`config.mk`:
```
export PLATFORM = sky130hd
export DESIGN_NAME = uart_rx_fifo_flat
export DESIGN_NICKNAME = d
export VERILOG_FILES = /design/src/rtl/uart_rx_fifo_if.sv /design/src/rtl/uart_rx_fifo.sv /design/src/flat_wrapper.sv
export SDC_FILE = /design/constraint.sdc
export NUM_CORES = 1
export LEC_CHECK = 0
export BUFFER_PORTS_ARGS = -buffer_cell sky130_fd_sc_hd__buf_2
export CORE_MARGIN = 2
export CORE_UTILIZATION = 45
export DETAILED_ROUTE_END_ITERATION = 16
export PLACE_DENSITY = 0.67
export SLEW_MARGIN = 40
export SYNTH_ARGS = -nofsm -noshare
export SYNTH_HDL_FRONTEND = slang
export SYNTH_SLANG_ARGS = --single-unit
```
`constraint.sdc`:
```
create_clock -name i_clk -period 5.84 [get_ports i_clk]
set_input_delay 0.584 -clock i_clk [delete_from_list [all_inputs] [get_ports i_clk]]
set_output_delay 0.584 -clock i_clk [all_outputs]
set_load 0.01 [all_outputs]
```
`src/rtl/uart_rx_fifo_if.sv`:
```
// Receive-side pop interface of the UART receiver: FIFO head, occupancy,
// sticky error flags and the consumer's pop/clear strobes.
interface uart_rx_fifo_if #(
    parameter int unsigned fifo_depth = 4
);
    logic [7:0]                    o_data;
    logic                          o_valid;
    logic                          i_rd;
    logic [$clog2(fifo_depth):0]   o_count;
    logic                          o_overrun;
    logic                          o_frame_err;
    logic                          i_clr_err;

    // Consumer side (CPU / IO decoder)
    modport master (
        input  o_data, o_valid, o_count, o_overrun, o_frame_err,
        output i_rd, i_clr_err
    );

    // Receiver side
    modport slave (
        output o_data, o_valid, o_count, o_overrun, o_frame_err,
        input  i_rd, i_clr_err
    );
endinterface

```
`src/rtl/uart_rx_fifo.sv`:
```
// 8N1 UART receiver feeding a small first-word-fall-through receive FIFO,
// with sticky overrun and framing-error flags.
module uart_rx_fifo #(
    parameter int unsigned clk_freq_hz = 25000000,
    parameter int unsigned baud_rate   = 115200,
    parameter int unsigned fifo_depth  = 4
) (
    input  logic          i_clk,
    input  logic          i_rst,
    input  logic          i_rx,
    uart_rx_fifo_if.slave rx_if
);
    localparam int unsigned DIV  = clk_freq_hz / baud_rate;
    localparam int unsigned HALF = DIV / 2;
    localparam int unsigned CW   = $clog2(DIV + 1);
    localparam int unsigned PW   = $clog2(fifo_depth);

    localparam logic [CW-1:0] DIV_M1  = CW'(DIV - 1);
    localparam logic [CW-1:0] HALF_M1 = CW'(HALF - 1);
    localparam logic [PW:0]   DEPTH   = (PW + 1)'(fifo_depth);

    typedef enum logic [1:0] {S_IDLE, S_START, S_DATA, S_STOP} state_t;

    logic          sync1_q, sync1_d;
    logic          sync2_q, sync2_d;
    logic          rx_prev_q, rx_prev_d;
    state_t        state_q, state_d;
    logic [CW-1:0] cnt_q, cnt_d;
    logic [2:0]    bit_q, bit_d;
    logic [7:0]    shift_q, shift_d;
    logic [7:0]    mem_q [fifo_depth];
    logic [7:0]    mem_d [fifo_depth];
    logic [PW-1:0] wr_ptr_q, wr_ptr_d;
    logic [PW-1:0] rd_ptr_q, rd_ptr_d;
    logic [PW:0]   count_q, count_d;
    logic          overrun_q, overrun_d;
    logic          frame_err_q, frame_err_d;

    logic rx_s;
    logic push;
    logic frame_bad;
    logic pop;
    logic full;
    logic wr_en;

    assign rx_s = sync2_q;

    // State register: every flop of the block, synchronous active-high reset
    always_ff @(posedge i_clk) begin
        if (i_rst) begin
            sync1_q     <= 1'b1;
            sync2_q     <= 1'b1;
            rx_prev_q   <= 1'b1;
            state_q     <= S_IDLE;
            cnt_q       <= '0;
            bit_q       <= '0;
            shift_q     <= '0;
            mem_q       <= '{default: '0};
            wr_ptr_q    <= '0;
            rd_ptr_q    <= '0;
            count_q     <= '0;
            overrun_q   <= 1'b0;
            frame_err_q <= 1'b0;
        end else begin
            sync1_q     <= sync1_d;
            sync2_q     <= sync2_d;
            rx_prev_q   <= rx_prev_d;
            state_q     <= state_d;
            cnt_q       <= cnt_d;
            bit_q       <= bit_d;
            shift_q     <= shift_d;
            mem_q       <= mem_d;
            wr_ptr_q    <= wr_ptr_d;
            rd_ptr_q    <= rd_ptr_d;
            count_q     <= count_d;
            overrun_q   <= overrun_d;
            frame_err_q <= frame_err_d;
        end
    end

    // Next state: synchroniser, edge history, bit timing and deserialisation
    always_comb begin
        sync1_d   = i_rx;
        sync2_d   = sync1_q;
        rx_prev_d = rx_s;
        state_d   = state_q;
        cnt_d     = cnt_q;
        bit_d     = bit_q;
        shift_d   = shift_q;
        unique case (state_q)
            S_IDLE: begin
                // Falling edge only: a held-low line (break) cannot retrigger
                if (rx_prev_q && !rx_s) begin
                    state_d = S_START;
                    cnt_d   = HALF_M1;
                end
            end
            S_START: begin
                if (cnt_q == '0) begin
                    if (!rx_s) begin
                        state_d = S_DATA;
                        cnt_d   = DIV_M1;
                        bit_d   = '0;
                    end else begin
                        state_d = S_IDLE;
                    end
                end else begin
                    cnt_d = cnt_q - CW'(1);
                end
            end
            S_DATA: begin
                if (cnt_q == '0) begin
                    shift_d = {rx_s, shift_q[7:1]};
                    cnt_d   = DIV_M1;
                    if (bit_q == 3'd7) begin
                        state_d = S_STOP;
                    end else begin
                        bit_d = bit_q + 3'd1;
                    end
                end else begin
                    cnt_d = cnt_q - CW'(1);
                end
            end
            S_STOP: begin
                if (cnt_q == '0) begin
                    state_d = S_IDLE;
                end else begin
                    cnt_d = cnt_q - CW'(1);
                end
            end
            default: state_d = S_IDLE;
        endcase
    end

    // FSM outputs and the externally visible FIFO head/status
    always_comb begin
        push              = (state_q == S_STOP) && (cnt_q == '0) && rx_s;
        frame_bad         = (state_q == S_STOP) && (cnt_q == '0) && !rx_s;
        rx_if.o_data      = mem_q[rd_ptr_q];
        rx_if.o_valid     = (count_q != '0);
        rx_if.o_count     = count_q;
        rx_if.o_overrun   = overrun_q;
        rx_if.o_frame_err = frame_err_q;
    end

    // FIFO bookkeeping and sticky error flags (a new event beats a clear)
    always_comb begin
        pop      = rx_if.i_rd && (count_q != '0);
        full     = (count_q == DEPTH);
        // A pop in the same cycle frees the slot, so a full FIFO still accepts
        wr_en    = push && (!full || pop);
        mem_d    = mem_q;
        wr_ptr_d = wr_ptr_q;
        rd_ptr_d = rd_ptr_q;
        count_d  = count_q;
        if (wr_en) begin
            mem_d[wr_ptr_q] = shift_q;
            wr_ptr_d        = wr_ptr_q + PW'(1);
        end
        if (pop) begin
            rd_ptr_d = rd_ptr_q + PW'(1);
        end
        if (wr_en && !pop) begin
            count_d = count_q + (PW + 1)'(1);
        end else if (!wr_en && pop) begin
            count_d = count_q - (PW + 1)'(1);
        end
        if (push && !wr_en) begin
            overrun_d = 1'b1;
        end else if (rx_if.i_clr_err) begin
            overrun_d = 1'b0;
        end else begin
            overrun_d = overrun_q;
        end
        if (frame_bad) begin
            frame_err_d = 1'b1;
        end else if (rx_if.i_clr_err) begin
            frame_err_d = 1'b0;
        end else begin
            frame_err_d = frame_err_q;
        end
    end
endmodule
```
`src/flat_wrapper.sv`:
```
// flat-port wrapper written by rule: the top's interface ports become plain ports
module uart_rx_fifo_flat 
#(
    parameter int unsigned clk_freq_hz = 25000000,
    parameter int unsigned baud_rate   = 115200,
    parameter int unsigned fifo_depth  = 4
)
  (i_clk, i_rst, i_rx, rx_if_o_data, rx_if_o_valid, rx_if_o_count, rx_if_o_overrun, rx_if_o_frame_err, rx_if_i_rd, rx_if_i_clr_err);
  uart_rx_fifo_if #(.fifo_depth(fifo_depth)) rx_if_i ();
  input  logic i_clk;
  input  logic i_rst;
  input  logic i_rx;
  output wire logic [$bits(rx_if_i.o_data)-1:0] rx_if_o_data;
  output wire logic [$bits(rx_if_i.o_valid)-1:0] rx_if_o_valid;
  output wire logic [$bits(rx_if_i.o_count)-1:0] rx_if_o_count;
  output wire logic [$bits(rx_if_i.o_overrun)-1:0] rx_if_o_overrun;
  output wire logic [$bits(rx_if_i.o_frame_err)-1:0] rx_if_o_frame_err;
  input wire logic [$bits(rx_if_i.i_rd)-1:0] rx_if_i_rd;
  input wire logic [$bits(rx_if_i.i_clr_err)-1:0] rx_if_i_clr_err;
  assign rx_if_o_data = rx_if_i.o_data;
  assign rx_if_o_valid = rx_if_i.o_valid;
  assign rx_if_o_count = rx_if_i.o_count;
  assign rx_if_o_overrun = rx_if_i.o_overrun;
  assign rx_if_o_frame_err = rx_if_i.o_frame_err;
  assign rx_if_i.i_rd = rx_if_i_rd;
  assign rx_if_i.i_clr_err = rx_if_i_clr_err;
  uart_rx_fifo #(.clk_freq_hz(clk_freq_hz), .baud_rate(baud_rate), .fifo_depth(fifo_depth)) u_core (.i_clk(i_clk), .i_rst(i_rst), .i_rx(i_rx), .rx_if(rx_if_i));
endmodule
```
==> Word-level counts from Yosys, hierarchy flattened <==
Index checks and enable logic that the tools add are counted.
{ "classes": {"add_sub_neg": 6, "n_lt_le_gt_ge": 3, "n_eq_ne": 14, "mux": 29, "bitwise": 2, "reduce_logical": 26} }
{ "ops": {"columns": ["cell", "count"], "rows": [
  ["$mux 8", 8],
  ["$bwmux 32", 1],
  ["$pmux 8 s4", 1],
  ["$mux 3", 6],
  ["$bmux 8 s2", 1],
  ["$demux 8 s2", 1],
  ["$mux 2", 6],
  ["$logic_and 1x1->1", 10],
  ["$ne 2x1->1 const B", 5],
  ["$reduce_and 5->1", 2],
  ["$logic_not 8->1", 1],
  ["$pmux 2 s4", 1],
  ["$reduce_bool 2->1", 4],
  ["$sub 8x1->8 const B", 1],
  ["$add 3x1->3 const B", 2],
  ["$eq 3x3->1 const B", 2],
  ["$ge 3x3->1 const B", 2],
  ["$ne 2x2->1 const B", 3],
  ["$not 2->3", 2],
  ["$pmux 3 s2", 1],
  ["$add 2x1->2 const B", 2],
  ["$eq 2x2->1 const B", 2],
  ["$logic_not 1->1", 4],
  ["$lt 3x1->1 const B", 1],
  ["9 further kinds", 11]
]} }
{ "word_totals": {"reg_bits": 65, "in_bits": 5, "output_inout_bits": 14, "elab_cells": 96} }

==> Logic depth before layout (Yosys ltp) <==
Gate-level depths: netlist (run 1).
{ "depth": {"ltp_word": 8, "mapped_depth": 12, "ltp_nobuf": 11} }

==> Least setup slack after synthesis (run 1) <==
No wires, ideal clock.
{ "synth_timing": {"kind": "register to register", "startpoint": "register u_core.cnt_q[0]", "endpoint": "register u_core.count_q[2] (netlist: u_core.rx_if.o_count[2])", "setup_time_ps": 70, "arrival_time_ps": 2637, "required_ps": 5770, "slack_ps": 3133, "path_stages_with_launch": 13, "n_path_buf": 1, "period_less_slack_ps": 2707, "cell_sequence": "dfxtp_1 inv_1 ha_1 nor3b_2 nand4_4 inv_2 buf_6 ha_1 inv_1 fa_1 xor2_1 or3_1 a21oi_1"} }
{ "synth_between": {"elab_chain_len": 7, "word_cells_on_any_way": 9, "classes_between": "mux: 1; reduce/logical: 8"} }
{ "synth_lines": {"columns": ["item", "line", "rtl"], "rows": [
  ["start: declaration", "uart_rx_fifo.sv:28", "logic [CW-1:0] cnt_q, cnt_d;"],
  ["start signal: assignment", "uart_rx_fifo.sv:69", "cnt_q <= cnt_d;"],
  ["$logic_not 8->1 (*)", "uart_rx_fifo.sv:137", "push = (state_q == S_STOP) && (cnt_q == '0) && rx_s;"],
  ["$logic_and 1x1->1 (*) (2 in a row)", "uart_rx_fifo.sv:137", null],
  ["$logic_and 1x1->1 (*)", "uart_rx_fifo.sv:151", "wr_en = push && (!full || pop);"],
  ["via u_core.wr_en", "uart_rx_fifo.sv:44", "logic wr_en;"],
  ["$logic_not 1->1", "uart_rx_fifo.sv:165", "end else if (!wr_en && pop) begin"],
  ["$logic_and 1x1->1", "uart_rx_fifo.sv:165", null],
  ["$reduce_bool 2->1 (no line)", null, null],
  ["end signal: assignment", "uart_rx_fifo.sv:75", "count_q <= count_d;"],
  ["end: declaration", "uart_rx_fifo.sv:35", "logic [PW:0] count_q, count_d;"]
]} }
The timed path passes the listed nets; every way through them passes the cells marked *.
A chain may end at the register's enable or synchronous reset.

==> Worst setup path in the final report (run 1) <==
{ "layout_timing": {"startpoint": "register u_core.cnt_q[0]", "endpoint": "register u_core.count_q[2] (netlist: u_core.rx_if.o_count[2])"} }
{ "layout_between": {"elab_chain_len": 7, "word_cells_on_any_way": 9, "classes_between": "mux: 1; reduce/logical: 8"} }
{ "layout_lines": {"columns": ["item", "line"], "rows": [
  ["$logic_not 8->1 (*)", "uart_rx_fifo.sv:137"],
  ["$logic_and 1x1->1 (*) (2 in a row)", "uart_rx_fifo.sv:137"],
  ["$logic_and 1x1->1 (*)", "uart_rx_fifo.sv:151"],
  ["$logic_not 1->1", "uart_rx_fifo.sv:165"],
  ["$logic_and 1x1->1", "uart_rx_fifo.sv:165"],
  ["$reduce_bool 2->1 (no line)", null]
]} }
Every way passes the cells marked *; elsewhere a longest branch is shown, timed or not.

==> results.py, run 1 <==
metrics = {
    "synthesis": {
        "yosysUniqueCellTypes": 48,
        "ys_ff_latch": 65,
        "syn_area_per_cell_sq_um": 8.87,
        "ys.warnings.count": 0,
        "synth_top_cell_area_share": 0.410,
        "async_flop_share": 0,
        "yosysMostFrequentCell": "dfxtp_1",
        "synthTopCellsByArea": "dfxtp_1, a21oi_1, nand3_1",
        "synth_top_cell_by_area": "dfxtp_1",
        "yosysSeqAreaShare": 0.410,
        "yosys-top-cells-count": "dfxtp_1, a21oi_1, nand3_1",
        "syn-instance-count": 358,
        "synth_area_sq_mm": 0.00318,
        "synth_edf_count": 0,
        "syn_nets": 377,
        "synthFlopType": "dfxtp_1",
    },
    "worst_setup_path": {
        "start_kind": "register",
        "crit_chain": "inv_1 -> ha_1 -> nor3b_2 -> nand4_4 -> inv_2 -> ha_1 -> inv_1 -> fa_1 -> xor2_1 -> or3_1 -> a21oi_1",
        "rr_worst_depth": 11,
        "crit_end": "u_core.rx_if.o_count[2]",
        "slowest_stage": "inv_2",
        "cp.required_ns": 6.13,
        "slowest_delay_ns": 0.60,
        "r2r_start": "u_core.cnt_q[0]",
        "reg2reg_slack_ns": 2.16,
        "crit_start": "u_core.cnt_q[0]",
        "crit_arrival_ns": 3.97,
        "path_max_fanout": 35,
        "timing.rr.end": "u_core.rx_if.o_count[2]",
        "crit_type": "register to register",
        "end_kind": "register",
    },
    "clock_network": {
        "cts_made_buffers": 9,
        "clock_latency_ns": 0.36,
        "h-tree-depth": 3,
        "cts_num_sinks": 65,
        "clkTransAtPathRegs_ns": 0.08,
        "ctsResizeCount": 0,
        "cts_tree": "yes",
        "clk_root_buffer_cell": "clkbuf_8",
        "postCtsSetupBuffers": 0,
        "cts.path.max_buffers": 2,
        "hold_buffers": 0,
    },
    "power": {
        "power_leakage_uw": 0.00122,
        "switching_share": 0.363,
        "ir_worst_vdd_mv": 0.251,
        "power_frac_comb": 0.279,
        "clkPwrFrac": 0.286,
        "p_int_uw": 763,
        "seqPwrFrac": 0.436,
        "switching_power_uw": 436,
        "power_density_mw_per_mm2": 347,
    },
    "sta": {
        "setup_viol": 0,
        "period_needed_ns": 3.68,
        "hold_violations": 0,
        "fmax_mhz": 272,
        "rsz0062_at_grt": "no",
        "fin_skew_ns": 0.0126,
        "maxSlewViolCount": 0,
        "tns_ns": 0,
        "fin_crit_sh": 0.630,
        "max_slew_margin": 0.451,
        "worstMarginPinSlew_ns": 0.823,
        "hold_ws_ns": 0.409,
    },
    "final_layout": {
        "multi_input_area_sq_mm": 0.00170,
        "nFillCells": 657,
        "final_nets": 383,
        "diodes": 0,
        "layout.cells.non_filler": 465,
        "area_growth_pct": 8.63,
        "drive_above_1_share": 0.154,
        "seqCellArea_sq_mm": 0.00130,
    },
    "floorplanning": {
        "io_pins": 19,
        "die_area_sq_mm": 0.00775,
        "rows": 30,
        "core_sq_mm": 0.00683,
        "start_util": 0.465,
        "chipWidth_um": 88.0,
        "die-height_um": 88.0,
    },
    "route": {
        "drt.antenna.violating_nets": 0,
        "drtIter0Drc": 313,
        "routedWlPerCell_um": 15.0,
        "vias_per_cell": 5.66,
        "drt_first_pass_iters": 5,
        "drc": 0,
        "vias": 2630,
        "wirelength_mm": 6.98,
    },
    "global_routing": {
        "antenna_found_initial": 0,
        "grt_pass1_wl_mm": 11.8,
        "grt_usage": 0.198,
        "grt_overflow_total": 0,
        "grt_pass1_vias": 2315,
        "grt_start_max_net_pins": 68,
    },
    "min_path": {
        "holdPathStages": 2,
        "hold_path.class": "primary input to register",
    },
    "run_status": {
        "status": "finished clean",
    },
    "run": {
        "drv_cap": 0,
    },
    "place": {
        "dp_cells": 449,
        "gp_congestion": 0.870,
        "numPortBuffers": 18,
        "dp_hpwl_mm": 4.43,
    },
}
cell families (layout without fill, tap and decap cells):
logic type               after synthesis  count (layout)  synth area share
AND/OR/NAND/NOR                      108             108             0.193
multiplexers                          10              10            0.0630
buffers and inverters                 40              51            0.0547
XOR/XNOR                               6               6            0.0165
flip-flops                            65              65             0.410
AO/OA/AOI/OAI                        115             115             0.206
adder cells (fa/ha/maj)               14              14            0.0575
routing by layer:
metal,vias up,global-route usage,share of wire
li1,1323,-,-
met1,1215,0.306,0.50
met2,82,0.261,0.42
met3,10,0.0368,0.061
met4,0,0.0964,0.020
met5,-,0,0
power by group through the flow:
stage | logic, uW | registers (uW) | clock network (uW)
floorplan | 272 | 514 | 0
global placement | 326 | 532 | 0
detailed placement | 331 | 533 | 0
CTS | 333 | 523 | 347
global route | 371 | 530 | 364
finish | 334 | 522 | 342
sequential cells by signal, summed over array words and instances (netlist names), named ones only:
| name | count |
|---|---|
| u_core.wr_ptr_q | 2 |
| u_core.rx_if.o_count | 3 |
| u_core.shift_q | 8 |
| u_core.bit_q | 3 |
| u_core.rx_prev_q | 1 |
| u_core.rx_if.o_frame_err | 1 |
| u_core.sync1_q | 1 |
| u_core.cnt_q | 8 |
| u_core.mem_q | 32 |
| u_core.rx_if.o_overrun | 1 |
| u_core.rd_ptr_q | 2 |
| u_core.state_q | 1 |
| u_core.rx_prev_d | 1 |
critical path: cells and delay by family (launching register included):
kind	cells	cell delay, ns
simple gates	3	1.36
fa+ha+maj	3	0.84
buf+inv	3	0.77
flops	1	0.34
xor+xnor	1	0.16
compound gates	1	0.14
final cells by class:
type,instances,area share
Inverter,17,0.0185
Multi-Input combinational cell,253,0.493
Timing Repair Buffer,18,0.0268
Sequential cell,65,0.377
Clock inverter,7,0.0138
Clock buffer,9,0.0359
Tap cell,96,0.0348
worst min-delay path by stage:
stage	startpoint	to	slack (ns)
floorplan	u_core.sync1_q	u_core.rx_prev_d	0.39
global placement	u_core.sync1_q	u_core.rx_prev_d	0.39
detailed placement	u_core.sync1_q	u_core.rx_prev_d	0.40
CTS	i_rx	u_core.sync1_q	0.40
global route	i_rx	u_core.sync1_q	0.42
finish	i_rx	u_core.sync1_q	0.41
placed cells by master, fill, tap and decap left out, types with 2 or more instances in the layout:
| master | instances |
|---|---|
| nor4_4 | 2 |
| or4b_1 | 2 |
| a21boi_0 | 2 |
| clkinvlp_4 | 2 |
| nand3_1 | 44 |
| mux4_2 | 8 |
| inv_1 | 16 |
| nand2b_1 | 4 |
| a31oi_1 | 2 |
| clkinv_2 | 3 |
| nor2_1 | 17 |
| nand2_1 | 14 |
| o32ai_1 | 4 |
| clkbuf_8 | 9 |
| a31o_2 | 4 |
| nor3_1 | 6 |
| clkinv_4 | 2 |
| a21oi_1 | 55 |
| ha_1 | 13 |
| o21ai_0 | 34 |
| buf_2 | 17 |
| nand4_1 | 2 |
| a211oi_1 | 6 |
| dfxtp_1 | 65 |
| xor2_1 | 5 |
| or3_1 | 3 |
| mux2i_1 | 2 |
| or2_2 | 3 |
stage by stage:
| step | util | cell area, sq um | setup slack, ns | power (uW) |
|---|---|---|---|---|
| CTS | 0.505 | 3450 | 2.16 | 1200 |
| floorplan | - | 3180 | 3.13 | 785 |
| global route | 0.505 | 3450 | 1.78 | 1270 |
| finish | 0.505 | 3450 | 2.16 | 1200 |
| detailed placement | 0.480 | 3280 | 2.19 | 865 |
| global placement | 0.480 | 3280 | 2.32 | 858 |
Note: power is estimated with default switching activity, not from simulation.
==> run 2: changes to the inputs <==
clock period = 3.6 ns   (was 5.84 ns; I/O delays follow)
==> run 2 against run 1 <==
Net effect:
- total power is 69% higher
- hold slack worse by 0.21 ns
- non-clock buffer count is 3 higher
- sequential power is 63% higher
- cell count is 0.65% higher
- clock-buffer cell count stayed put
- highest routed layer unchanged
- critical path type unchanged
- first-iteration DRC count is 34% lower
- core utilization is 0.75 points higher
==> results.py, run 2 (synthesized netlist as in run 1, its figures left out) <==
metrics = {
    "worst_setup_path": {
        "end_kind": "register",
        "reg2reg_slack_ns": 0.88,
        "crit_family": "simple AND/OR/NAND/NOR gates",
        "crit_chain": "inv_1 -> ha_1 -> nor3b_2 -> nand4_4 -> inv_2 -> ha_1 -> inv_1 -> fa_1 -> xor2_1 -> or3_1 -> a21oi_1",
        "crit_arrival_ns": 2.99,
        "cp.required_ns": 3.86,
        "timing.rr.end": "u_core.rx_if.o_count[2]",
        "worst-path-stages": 11,
        "crit_end": "u_core.rx_if.o_count[2]",
        "path_buf_inv": 3,
        "r2r_start": "u_core.cnt_q[0]",
        "start_kind": "register",
        "rr_worst_depth": 11,
        "slowest_delay_ns": 0.54,
        "crit_type": "register to register",
        "crit_start": "u_core.cnt_q[0]",
        "slowest_stage": "nor3b_2",
        "path_max_fanout": 9,
    },
    "floorplanning": {
        "die-height_um": 88.0,
        "core_sq_mm": 0.00683,
        "start_util": 0.465,
        "io_pins": 19,
        "die_area_sq_mm": 0.00775,
        "chipWidth_um": 88.0,
        "rows": 30,
    },
    "clock_network": {
        "clkTransAtPathRegs_ns": 0.08,
        "cts_tree": "yes",
        "hold_buffers": 0,
        "h-tree-depth": 3,
        "clock_latency_ns": 0.34,
        "cts_num_sinks": 65,
        "ctsResizeCount": 0,
        "clk_root_buffer_cell": "clkbuf_8",
        "cts_made_buffers": 9,
        "cts.path.max_buffers": 2,
        "postCtsSetupBuffers": 0,
    },
    "sta": {
        "tns_ns": 0,
        "hold_violations": 0,
        "fin_crit_sh": 0.756,
        "max_slew_margin": 0.461,
        "fmax_mhz": 367,
        "setup_viol": 0,
        "rsz0062_at_grt": "no",
        "maxSlewViolCount": 0,
        "period_needed_ns": 2.72,
        "fin_skew_ns": 0.0125,
        "worstMarginPinSlew_ns": 0.809,
    },
    "final_layout": {
        "nFillCells": 656,
        "diodes": 0,
        "largest_reg_flops": 32,
        "layout_common_cells": "dfxtp_1, a21oi_1, nand3_1",
        "final_nets": 386,
        "seqCellArea_sq_mm": 0.00130,
        "drive_above_1_share": 0.161,
        "top_register": "u_core.mem_q",
        "final_common_cell": "dfxtp_1",
        "area_growth_pct": 10.2,
        "top_regs": "u_core.mem_q (32), u_core.cnt_q (8), u_core.shift_q (8)",
        "multi_input_area_sq_mm": 0.00170,
        "finalInstanceArea_sq_mm": 0.00350,
    },
    "route": {
        "vias": 2652,
        "vias_per_cell": 5.67,
        "drc": 0,
        "drt.antenna.violating_nets": 0,
        "drt_first_pass_iters": 5,
        "routedWlPerCell_um": 15.0,
        "wirelength_mm": 7.03,
        "drtIter0Drc": 207,
    },
    "place": {
        "numPortBuffers": 18,
        "dpl_cell_area_sq_mm": 0.00330,
        "gp_congestion": 0.818,
        "dp_hpwl_mm": 4.57,
    },
    "global_routing": {
        "grt_overflow_total": 0,
        "grt_pass1_wl_mm": 12.1,
        "antenna_found_initial": 0,
        "grt_pass1_vias": 2494,
        "grt_start_max_net_pins": 45,
        "grt_usage": 0.199,
    },
    "power": {
        "power.total_uw": 2020,
        "ir_worst_vdd_mv": 0.334,
        "power_density_mw_per_mm2": 577,
        "power_leakage_uw": 0.00125,
    },
    "min_path": {
        "hold_path.class": "primary input to register",
    },
    "run": {
        "drv_cap": 0,
    },
    "run_status": {
        "status": "finished clean",
    },
}
run 2: worst min path at each step:
stage	from	endpoint	slack, ns	cells past startpoint
after floorplan	u_core.sync1_q	u_core.rx_prev_d	0.39	1
after global placement	u_core.sync1_q	u_core.rx_prev_d	0.39	1
after detailed placement	u_core.sync1_q	u_core.rx_prev_d	0.39	1
after CTS	i_rx	u_core.sync1_q	0.19	2
after global routing	i_rx	u_core.sync1_q	0.20	2
final	i_rx	u_core.sync1_q	0.20	2
run 2: final cells by class:
type                            count  area share
Inverter                           17      0.0182
Timing Repair Buffer               21      0.0322
Clock inverter                      7      0.0225
Sequential cell                    65       0.372
Tap cell                           96      0.0343
Multi-Input combinational cell    253       0.486
Clock buffer                        9      0.0354
run 2: per-layer routing:
| layer | share of wire | track usage | vias up | wire length, um |
|---|---|---|---|---|
| met3 | 0.045 | 0.0396 | 10 | 313 |
| met2 | 0.44 | 0.285 | 63 | 3080 |
| met1 | 0.50 | 0.289 | 1261 | 3540 |
| met4 | 0.014 | 0.0868 | 0 | 95 |
| li1 | - | - | 1318 | - |
| met5 | 0 | 0 | - | 0 |
run 2: per-stage QoR:
step | utilization | instances | hold slack, ns | setup slack [ns]
floorplan | - | 358 | 0.389 | 0.893
global placement | 0.483 | 452 | 0.392 | 1.01
detailed placement | 0.483 | 452 | 0.394 | 0.895
CTS | 0.513 | 468 | 0.190 | 0.872
global route | 0.513 | 468 | 0.197 | 0.649
finish | 0.513 | 468 | 0.203 | 0.879
run 2: power breakdown:
group          internal, uW  switching, uW
clock network           327            307
logic                   227            312
registers               764           86.1
==> run 3: changes to the inputs <==
clock period = 2.7 ns   (was 3.6 ns; I/O delays follow)
==> run 3 against run 2 <==
Net effect:
- setup slack lost 0.52 ns
- die area is the same
- cell count grew 1.5%
- critical path type unchanged
- critical endpoint unchanged
==> results.py, run 3 (synthesized netlist as in run 1, its figures left out) <==
metrics = {
    "run_status": {
        "status": "finished clean",
    },
    "clock_network": {
        "postCtsSetupBuffers": 0,
        "clkTransAtPathRegs_ns": 0.07,
        "cts_num_sinks": 65,
        "clock_latency_ns": 0.35,
        "h-tree-depth": 3,
        "cts_tree": "yes",
        "cts_made_buffers": 9,
        "cts.path.max_buffers": 2,
        "hold_buffers": 0,
        "ctsResizeCount": 0,
        "clk_root_buffer_cell": "clkbuf_8",
    },
    "final_layout": {
        "area_growth_pct": 11.6,
        "fin_util": 0.519,
        "drive_above_1_share": 0.172,
        "largest_reg_flops": 32,
        "diodes": 0,
        "final_common_cell": "dfxtp_1",
        "top_regs": "u_core.mem_q (32), u_core.cnt_q (8), u_core.shift_q (8)",
        "finalInstanceArea_sq_mm": 0.00355,
        "top_register": "u_core.mem_q",
        "layout_common_cells": "dfxtp_1, a21oi_1, nand3_1",
        "nFillCells": 666,
        "final_nets": 393,
    },
    "sta": {
        "hold_violations": 0,
        "setup_viol": 0,
        "maxSlewViolCount": 0,
        "max_slew_margin": 0.601,
        "tns_ns": 0,
        "rsz0062_at_grt": "no",
        "fmax_mhz": 428,
        "fin_crit_sh": 0.866,
        "fin_skew_ns": 0.0130,
        "period_needed_ns": 2.34,
        "worstMarginPinSlew_ns": 0.594,
    },
    "power": {
        "power_density_mw_per_mm2": 773,
        "ir_worst_vdd_mv": 0.625,
        "power_leakage_uw": 0.00127,
    },
    "floorplanning": {
        "die-height_um": 88.0,
        "chipWidth_um": 88.0,
        "start_util": 0.465,
        "core_sq_mm": 0.00683,
        "die_area_sq_mm": 0.00775,
        "io_pins": 19,
        "rows": 30,
    },
    "run": {
        "drv_cap": 0,
    },
    "worst_setup_path": {
        "rr_worst_depth": 11,
        "start_kind": "register",
        "cp.required_ns": 2.98,
        "path_max_fanout": 5,
        "crit_arrival_ns": 2.62,
        "reg2reg_slack_ns": 0.36,
        "end_kind": "register",
        "crit_type": "register to register",
    },
    "place": {
        "dpl_cell_area_sq_mm": 0.00336,
        "numPortBuffers": 18,
        "dp_hpwl_mm": 4.83,
        "gp_congestion": 0.862,
    },
    "route": {
        "wirelength_mm": 7.36,
        "vias_per_cell": 5.70,
        "routedWlPerCell_um": 15.5,
        "drt.antenna.violating_nets": 0,
        "drt_first_pass_iters": 5,
        "drtIter0Drc": 217,
        "drc": 0,
        "vias": 2706,
    },
    "min_path": {
        "hold_path.class": "primary input to register",
        "holdPathStages": 2,
    },
    "global_routing": {
        "grt_overflow_total": 0,
        "antenna_found_initial": 0,
        "grt_pass1_vias": 2553,
        "grt_usage": 0.204,
        "grt_pass1_wl_mm": 12.2,
        "grt_start_max_net_pins": 35,
    },
}
-- run 3: worst max-delay path: stages, from the launching register on --
cell and delay, ns:
dfxtp_1 0.34, inv_1 0.10, ha_1 0.19, nor3b_4 0.26, nand4_4 0.11, inv_2 0.08
ha_1 0.17, inv_1 0.06, fa_1 0.37, xor2_1 0.16, or3_1 0.30, a21oi_1 0.14
-- run 3: through the flow --
| stage | hold WS (ns) | worst slack [ns] | std cells | total power (uW) |
|---|---|---|---|---|
| after floorplan | 0.374 | 0.0885 | 358 | 1710 |
| after global placement | 0.395 | 0.417 | 459 | 1920 |
| after detailed placement | 0.397 | 0.372 | 459 | 1940 |
| after CTS | 0.0944 | 0.340 | 475 | 2750 |
| after global routing | 0.107 | 0.140 | 475 | 2890 |
| final | 0.110 | 0.361 | 475 | 2740 |
-- run 3: cell type report --
cell class | count | area (sq um) | area share
multi-input combinational | 253 | 1710 | 0.482
sequential | 65 | 1300 | 0.367
timing repair buffer | 28 | 165 | 0.0466
clock buffer | 11 | 131 | 0.0371
tap | 96 | 120 | 0.0339
inverter | 17 | 63.8 | 0.0180
clock inverter | 5 | 56.3 | 0.0159
-- run 3: final timing paths --
kind | startpoint | endpoint
setup / recovery | u_core.cnt_q[0] | u_core.rx_if.o_count[2]
hold / removal | i_rx | u_core.sync1_q
setup reg to reg | u_core.cnt_q[0] | u_core.rx_if.o_count[2]
hold reg to reg | u_core.sync1_q | u_core.rx_prev_d
-- run 3: power by group --
group	switching [uW]	total, uW	leakage [uW]	internal [uW]
Clock	386	811	0.0000933	425
Combinational	445	796	0.000655	351
Sequential	114	1130	0.000526	1020
-- run 3: metal layers --
metal / wire, um / GRT usage
met1: 3630 / 0.289
met2: 3230 / 0.293
met3: 362 / 0.0443
met4: 133 / 0.101
met5: 0 / 0
